**config.mk**
```make
export PLATFORM = sky130hd
export DESIGN_NAME = sbox_affine_seq
export DESIGN_NICKNAME = d
export VERILOG_FILES = /design/src/rtl/sbox_affine_seq.sv
export SDC_FILE = /design/constraint.sdc
export NUM_CORES = 1
export LEC_CHECK = 0
export CORE_AREA = 2 2 49 62
export CTS_CLUSTER_DIAMETER = 60
export DETAILED_ROUTE_END_ITERATION = 8
export DIE_AREA = 0 0 51 64
export GPL_ROUTABILITY_DRIVEN = 0
export PLACE_DENSITY = 0.73
export SLEW_MARGIN = 25
export SYNTH_ARGS = -nofsm -noshare
export SYNTH_HDL_FRONTEND = slang
export SYNTH_SLANG_ARGS = --single-unit
export TNS_END_PERCENT = 20
```
**constraint.sdc**
```tcl
create_clock -name clk -period 4.1 [get_ports clk]
set_input_delay 0.82 -clock clk [delete_from_list [all_inputs] [get_ports clk]]
set_output_delay 0.82 -clock clk [all_outputs]
set_load 0.03 [all_outputs]
```
**src/rtl/sbox_affine_seq.sv**
```systemverilog
// sbox_affine_seq: drives one shared single-bit affine unit (bitmod) over
// bit indices 0..7 and reassembles the returned bits into the forward S-box
// affine byte. The result is handed off over a valid/ready pair.
module sbox_affine_seq #(
   parameter int BITMOD_LATENCY = 1
) (
   input  logic       clk,
   input  logic       rst_n,
   input  logic       in_valid,
   output logic       in_ready,
   input  logic [7:0] in_data,
   output logic [2:0] bm_ibit,
   output logic [7:0] bm_idata,
   input  logic       bm_obit,
   output logic       out_valid,
   input  logic       out_ready,
   output logic [7:0] out_data,
   output logic       busy
);

   typedef enum logic [1:0] {
      S_IDLE,
      S_ISSUE,
      S_DRAIN,
      S_DONE
   } state_t;

   localparam int LAST = BITMOD_LATENCY - 1;

   state_t     state_q, state_d;
   logic [2:0] cnt_q, cnt_d;
   logic [7:0] operand_q, operand_d;
   logic [7:0] result_q, result_d;

   // Capture pipeline: one (valid, index) entry per issued bit, aligned so
   // that the last stage lines up with the matching bit on bm_obit.
   logic [LAST:0] cap_vld_q;
   logic [2:0]    cap_idx_q [BITMOD_LATENCY];

   logic issue;
   logic cnt_last;
   logic cap_fire;
   logic last_cap;

   assign issue    = (state_q == S_ISSUE);
   assign cnt_last = (cnt_q == 3'd7);
   assign cap_fire = cap_vld_q[LAST];
   assign last_cap = cap_fire && (cap_idx_q[LAST] == 3'd7);

   // Control, operand, counter and result registers.
   always_ff @(posedge clk) begin
      if (!rst_n) begin
         state_q   <= S_IDLE;
         cnt_q     <= 3'd0;
         operand_q <= 8'd0;
         result_q  <= 8'd0;
      end else begin
         state_q   <= state_d;
         cnt_q     <= cnt_d;
         operand_q <= operand_d;
         result_q  <= result_d;
      end
   end

   // First capture stage is fed by the index being presented this cycle.
   always_ff @(posedge clk) begin
      if (!rst_n) begin
         cap_vld_q[0] <= 1'b0;
         cap_idx_q[0] <= 3'd0;
      end else begin
         cap_vld_q[0] <= issue;
         cap_idx_q[0] <= cnt_q;
      end
   end

   // Remaining capture stages just delay the entry by one cycle each.
   for (genvar gi = 1; gi < BITMOD_LATENCY; gi++) begin : g_cap
      always_ff @(posedge clk) begin
         if (!rst_n) begin
            cap_vld_q[gi] <= 1'b0;
            cap_idx_q[gi] <= 3'd0;
         end else begin
            cap_vld_q[gi] <= cap_vld_q[gi-1];
            cap_idx_q[gi] <= cap_idx_q[gi-1];
         end
      end
   end

   // Next-state logic; bm_obit only touches the result when an entry emerges.
   always_comb begin
      state_d   = state_q;
      cnt_d     = cnt_q;
      operand_d = operand_q;
      result_d  = result_q;

      if (cap_fire) begin
         result_d[cap_idx_q[LAST]] = bm_obit;
      end

      case (state_q)
         S_IDLE: begin
            if (in_valid) begin
               operand_d = in_data;
               result_d  = 8'd0;
               cnt_d     = 3'd0;
               state_d   = S_ISSUE;
            end
         end
         S_ISSUE: begin
            if (cnt_last) begin
               state_d = S_DRAIN;
            end else begin
               cnt_d = cnt_q + 3'd1;
            end
         end
         S_DRAIN: begin
            // No new issues, so index 7 is the final entry in flight.
            if (last_cap) begin
               state_d = S_DONE;
            end
         end
         S_DONE: begin
            if (out_ready) begin
               cnt_d   = 3'd0;
               state_d = S_IDLE;
            end
         end
         default: begin
            state_d = S_IDLE;
         end
      endcase
   end

   assign in_ready  = (state_q == S_IDLE);
   assign busy      = (state_q != S_IDLE);
   assign out_valid = (state_q == S_DONE);
   assign out_data  = result_q;
   assign bm_ibit   = cnt_q;
   assign bm_idata  = operand_q;

endmodule

```
======== Word level (Yosys, flattened, before mapping) ========
Memory sizes are Yosys's and may differ from the RTL's.
Index checks and enable logic that the tools add are counted.
cells by class
  order comparisons ....................... 2
  multiplexer cells ....................... 19
  $add $sub $neg .......................... 1
  reductions and logical operators ........ 9
  equality and inequality tests ........... 10
operators by type and width
  operator                                               count
  two-way mux 8 bit                                      3
  two-way mux 3 bit                                      4
  one-hot mux 3 bit (3 select lines)                     1
  bitwise mux 8 bit                                      1
  two-way mux 2 bit                                      4
  one-hot mux 2 bit (4 select lines)                     1
  AND reduction 4 bit                                    2
  == test 3 bit, second input constant                   2
  inequality test 2 bit, second input constant           3
  == test 2 bit, second input constant                   2
  < comparator 3 x 4 -> 1 bit, second input constant     1
  two-way mux 1 bit                                      4
  inequality test 2 x 1 -> 1 bit, second input constant  2
  adder 3 x 1 -> 3 bit, second input constant            1
  demux 1 bit (select 3 bit)                             1
  >= comparator 3 x 1 -> 1 bit, second input constant    1
  nonzero test 3 bit                                     1
  OR reduction 3 bit                                     1
  == test 2 x 1 -> 1 bit, second input constant          1
  logical AND 1 bit                                      2
  logical NOT 2 bit                                      1
  AND reduction 2 bit                                    1
  nonzero test 2 bit                                     1
storage, ports and cells
  logic and storage cells ................. 47
  output and inout bits ................... 22
  RAM bits ................................ 3
  memories ................................ 1
  input bits .............................. 13
  flip-flop bits (word level) ............. 22
memories
  memory     words  width  rd ports  clocked after Yosys merged registers in  write ports  RTL line  source
  cap_idx_q  1      3      1         0                                        1            38        logic [2:0] cap_idx_q [BITMOD_LATENCY];

======== Logic depth before layout (Yosys ltp) ========
Gate-level depths: netlist (run 1).
  depth in word-level cells ............... 8
  gate-level depth with buffers ........... 6
  gate-level depth less buffers ........... 5

======== Worst setup path after synthesis (run 1) ========
OpenSTA, ideal clock, no wires.
  kind .................................... register to output
  start point ............................. reg state_q[0]
  end point ............................... out busy
  stages on the path, launching flop included .. 5
  buffers on the path ..................... 1
  path slack .............................. 2.111 ns
  data required time ...................... 3.280 ns
  arrival ................................. 1.169 ns
  cells stage by stage .................... dfxtp_1 inv_1 ha_1 buf_2 inv_1
on the way
  word-level cells in the longest chain between the ends .. 1
ends and longest elaborated chain
  item                    RTL line  source
  start, declared         30        state_t state_q, state_d;
  start signal, assigned  58        state_q <= state_d;
  nonzero test 2 bit      135       assign busy = (state_q != S_IDLE);
  end, declared           18        output logic busy
Every way passes these cells.

======== Final worst setup path (run 1) ========
  start point ............................. reg state_q[0]
  end point ............................... out in_ready
on the way
  word-level cells in the longest chain between the ends .. 1
ends and longest elaborated chain
  item               RTL line  source
  logical NOT 2 bit  134       assign in_ready = (state_q == S_IDLE);
  end, declared      10        output logic in_ready,
Every way passes these cells.

==> run metrics, run 1 <==
CTS Buffer Depth 2; Clock transition at path regs 0.13 ns; number of DRC markers in iteration 0 23; ANT cells 0; syn_nets 134; drt pass-1 iters 4; crit path DAT 1.94 ns; Synth Flop Type dfxtp_1; Power Density 511 mW/mm2; starting density of the core 0.431; CP Capture Type primary output; Slew Limit Fails 0; Max Cap Violations 0; critical path class flop to primary output; CTS tree yes; status finished, final reports clean; fin crit share 0.673; Reg2Reg Capture Point bm_ibit[0]; antenna viol nets, final 0; Worst Skew 0.00759 ns; cells on worst reg2reg path 5; Post-synth EDFFs 0; Setup violations, final 0; Leakage Power 0.606 nW; # hold bufs at CTS 0; global-route wire length before repair 3930 um; Post-route DRC 0; Yosys reg bits 25; Syn Inst Count 114; YS warnings 0; Area Overhead vs Synth 34.0%; Max VDD drop 338 uV; Die ar. 0.00326 mm2; core region area 0.00265 mm2; post-synthesis sequential area ratio 0.438; R2R Setup Slk 2.26 ns; fraction of layout cells with a size suffix above 1 0.0811; DRT Wirelength 2240 um; Die Wd 51 um; setup_tns 0 ns; Nets 169; Hold Path Class flop to flop; fmax 362 MHz; Post-CTS Setup Bufs 0; synthesized area per cell 10.0 um2; Tmin final 2.76 ns; CTS Buf Count 3; post-synth top area share 0.438; Post-synth ARST share 0; synth top area cells dfxtp_1 44%, mux2i_1 7.9%, ha_1 7.7%; Rel. slew slack 0.669; Tightest Pin Transition 0.496 ns; overall power 0.000783 W; root buf cell clkbuf_4; post-synth cell types 27; via count 950; Worst Hold Path Cells 2; grt total ovfl 0; post-CTS sizing 0; HP Start bm_idata[1]; Fin. Hold Viols 0; top cells by count, synth 25 x dfxtp_1, 14 x nand2_1, 9 x a21boi_0, 9 x mux2i_1; H-tree levels 1; WHS Endpoint bm_idata[1]; Core Rows 21; count leader, synth dfxtp_1; R2R Path Start state_q[0]; initial antenna violation count 0; wire length per cell 12.3 um; largest area contributor in the netlist dfxtp_1; HPWL Detailed 1690 um; critical path required time 3.28 ns; io pins 35; Fillers 240; vias in the first global route 959; DIE HEIGHT 64 um; IO Port Bufs 34; RSZ-0062 raised after global routing no; worst-path fanout max 12; All-Layer GR Usage 0.155; Post-Syn Area 0.00114 mm2; CTS sink cnt 25; largest net degree at the start of global routing 18; DR vias/cell 5.22; Clk Latency, worst-skew pair 0.32 ns; Critical Path Source Type flop
==> power breakdown <==
group,switching [W],internal (W)
logic,0.000205,0.000162
clock network,0.0000705,0.0000380
registers,0.0000312,0.000276
==> registers in the layout (all words and copies together), names as in the netlist <==
| signal | flops |
|---|---|
| cap_idx_q | 3 |
| bm_idata | 8 |
| state_q | 2 |
| out_data | 8 |
| bm_ibit | 3 |
| cap_fire | 1 |
==> cells in the final DEF, fill, tap and decap left out, drive strengths merged <==
| cell type | count |
|---|---|
| o221a | 1 |
| or2 | 1 |
| a21boi | 9 |
| nor4b | 1 |
| nor2b | 2 |
| nand4b | 3 |
| inv | 3 |
| dfxtp | 25 |
| and4bb | 3 |
| nor2 | 8 |
| nand3 | 8 |
| clkbuf | 4 |
| and2 | 4 |
| ha | 7 |
| o21ai | 2 |
| a2111oi | 1 |
| clkdlybuf4s50 | 34 |
| and2b | 1 |
| mux2i | 9 |
| mux2 | 1 |
| nand4 | 1 |
| or4b | 1 |
| or3 | 2 |
| o31ai | 3 |
| nand2 | 14 |
==> final cells by class <==
class                           instances  area (um2)  area share
Tap cell                               34        42.5      0.0278
Multi-Input combinational cell         82         612       0.399
Timing Repair Buffer                   34         340       0.222
Clock buffer                            4        26.3      0.0171
Inverter                                3        11.3     0.00735
Sequential cell                        25         500       0.327
==> per-stage QoR <==
stage / std cells / utilization / worst slack (ns) / cell area [um2] / hold WS (ns)
3_3_place_gp: 178 / 0.568 / 1.74 / 1510 / 0.456
4_1_cts: 182 / 0.578 / 1.32 / 1530 / 0.481
6_report: 182 / 0.578 / 1.34 / 1530 / 0.476
5_1_grt: 182 / 0.578 / 1.23 / 1530 / 0.500
3_5_place_dp: 178 / 0.568 / 1.69 / 1510 / 0.463
2_1_floorplan: 114 / - / 2.11 / 1140 / 0.468
==> critical path: stages, from the launching register on <==
cell	delay, ns
dfxtp_1	0.37
inv_1	0.11
ha_1	0.40
clkdlybuf4s50_1	0.75
==> per-layer routing <==
layer	wire length, um	global-route usage	up-vias
met3	106	0.0210	4
met1	1010	0.178	449
li1	-	-	470
met2	1080	0.271	27
met5	0	0	-
met4	45	0.0811	0
==> worst max path at each step <==
stage	startpoint	to	slack, ns	depth (start not counted)
after floorplan	state_q[0]	busy	2.11	4
after global placement	state_q[0]	in_ready	1.74	3
after detailed placement	in_valid	bm_ibit[0]	1.69	4
after CTS	state_q[0]	in_ready	1.32	3
after global routing	state_q[0]	in_ready	1.23	3
final	state_q[0]	in_ready	1.34	3
==> cell families (layout without fill, tap and decap cells) <==
family / after synthesis / count (layout) / share of synthesized area
adders and majority gates: 7 / 7 / 0.0766
AOI/OAI and AO/OA: 16 / 16 / 0.121
and+or+nand+nor: 49 / 49 / 0.248
buffers and inverters: 7 / 41 / 0.0274
muxes: 10 / 10 / 0.0886
DFF: 25 / 25 / 0.438
Power figures use the tool's default switching activity.
==> inputs of run 2 (changes only) <==
--- a/config.mk
+++ b/config.mk
@@ -5,12 +5,12 @@
 export SDC_FILE = /design/constraint.sdc
 export NUM_CORES = 1
 export LEC_CHECK = 0
-export CORE_AREA = 2 2 49 62
+export CORE_AREA = 2 2 51 65
 export CTS_CLUSTER_DIAMETER = 60
 export DETAILED_ROUTE_END_ITERATION = 8
-export DIE_AREA = 0 0 51 64
+export DIE_AREA = 0 0 53 67
 export GPL_ROUTABILITY_DRIVEN = 0
-export PLACE_DENSITY = 0.73
+export PLACE_DENSITY = 0.7
 export SLEW_MARGIN = 25
 export SYNTH_ARGS = -nofsm -noshare
 export SYNTH_HDL_FRONTEND = slang
==> constraint.sdc (replaced) <==
create_clock -name clk -period 2.25 [get_ports clk]
set_input_delay 0.45 -clock clk [delete_from_list [all_inputs] [get_ports clk]]
set_output_delay 0.45 -clock clk [all_outputs]
set_load 0.03 [all_outputs]
==> run metrics, run 2 (synthesized netlist as in run 1, its figures left out) <==
status finished, final reports clean; Nets 172; Rel. slew slack 0.681; dpl cell area 0.00153 mm2; IO Port Bufs 34; Fillers 272; Reg2Reg Capture Point state_q[0]; most frequent cells in the layout 32 x clkdlybuf4s50_1, 25 x dfxtp_1, 14 x nand2_1; CTS tree yes; starting density of the core 0.396; WHS Endpoint bm_idata[2]; Slew Limit Fails 0; Post-CTS Setup Bufs 0; Post-route DRC 0; critical path required time 1.80 ns; Clock transition at path regs 0.13 ns; CTS sink cnt 25; Hold Path Class flop to flop; DRT Wirelength 2260 um; crit path DAT 1.59 ns; Worst Skew 0.00893 ns; DR vias/cell 4.99; setup ws final 0.205 ns; io pins 35; # hold bufs at CTS 0; HPWL Detailed 1780 um; pre-CTS WS 0.350 ns; CTS Buffer Depth 2; Fin. Hold Viols 0; Max VDD drop 591 uV; vias in the first global route 903; cells on worst reg2reg path 6; All-Layer GR Usage 0.143; fin cells 187; fin crit share 0.909; ANT cells 0; Tmin final 2.04 ns; most common cell after layout, fill and taps aside clkdlybuf4s50_1; global-route wire length before repair 3880 um; antenna viol nets, final 0; RSZ-0062 raised after global routing no; setup_tns 0 ns; Leakage Power 0.628 nW; HP Start bm_idata[2]; via count 933; CTS Buf Count 3; Critical Path Source Type flop; grt total ovfl 0; Die Wd 53 um; Die ar. 0.00355 mm2; Max Cap Violations 0; fmax 489 MHz; R2R Setup Slk 0.44 ns; Multi-input gate area 612 um2; core region area 0.00289 mm2; Worst Hold Path Cells 2; drt pass-1 iters 4; largest net degree at the start of global routing 14; root buf cell clkbuf_4; wire length per cell 12.1 um; worst-path fanout max 4; Clk Latency, worst-skew pair 0.31 ns; Setup violations, final 0; Area Overhead vs Synth 36.3%; number of DRC markers in iteration 0 13; Power Density 919 mW/mm2; final instance area 0.00156 mm2; fraction of layout cells with a size suffix above 1 0.0993; placed cells 183; CP Capture Type primary output; DIE HEIGHT 67 um; critical path class flop to primary output; R2R Path Start state_q[0]; Tightest Pin Transition 0.477 ns; Reg area 500 um2; H-tree levels 1; initial antenna violation count 0; Core Rows 22
[run 2: per-stage QoR]
stage,util,hold slack [ns],power (W)
after floorplan,-,0.468,0.00103
after global placement,0.530,0.450,0.00125
after detailed placement,0.530,0.460,0.00127
after CTS,0.539,0.475,0.00145
after global routing,0.539,0.496,0.00154
final,0.539,0.470,0.00143
[run 2: layout make-up]
type	instances	area share
inverter	3	0.00722
sequential	25	0.321
timing repair buffer	37	0.234
multi-input combinational	82	0.392
clock buffer	4	0.0169
tap	36	0.0289
[run 2: where the power goes]
part,internal [W],total (W),switching (W)
Combinational,0.000299,0.000677,0.000378
Clock,0.0000692,0.000195,0.000126
Sequential,0.000503,0.000561,0.0000579
[run 2: how the worst max path moves through the flow]
stage | from | to | slack, ns | cells after the start
5_1_grt | state_q[1] | out_valid | 0.13 | 2
4_1_cts | state_q[1] | in_ready | 0.09 | 3
3_3_place_gp | state_q[0] | busy | 0.40 | 4
3_5_place_dp | state_q[0] | busy | 0.35 | 4
2_1_floorplan | bm_ibit[0] | bm_ibit[0] | 0.54 | 5
6_report | state_q[1] | out_valid | 0.21 | 2
[run 2: metal layers]
layer	GRT usage	up-vias	wire, um
li1	-	480	-
met1	0.185	426	1010
met2	0.242	25	1120
met3	0.0224	2	120
met4	0.0385	0	13
met5	0	-	0
[run 2: repair_timing]
item,CTS,global route
resized for setup,1,1
endpoints found under the setup margin,1,1
hold endpoints to repair,0,0
cloned,0,0
[run 2: worst max-delay path: stages (launching register included)]
cell             delay, ns
dfxtp_1               0.42
ha_1                  0.19
clkdlybuf4s50_1       0.67
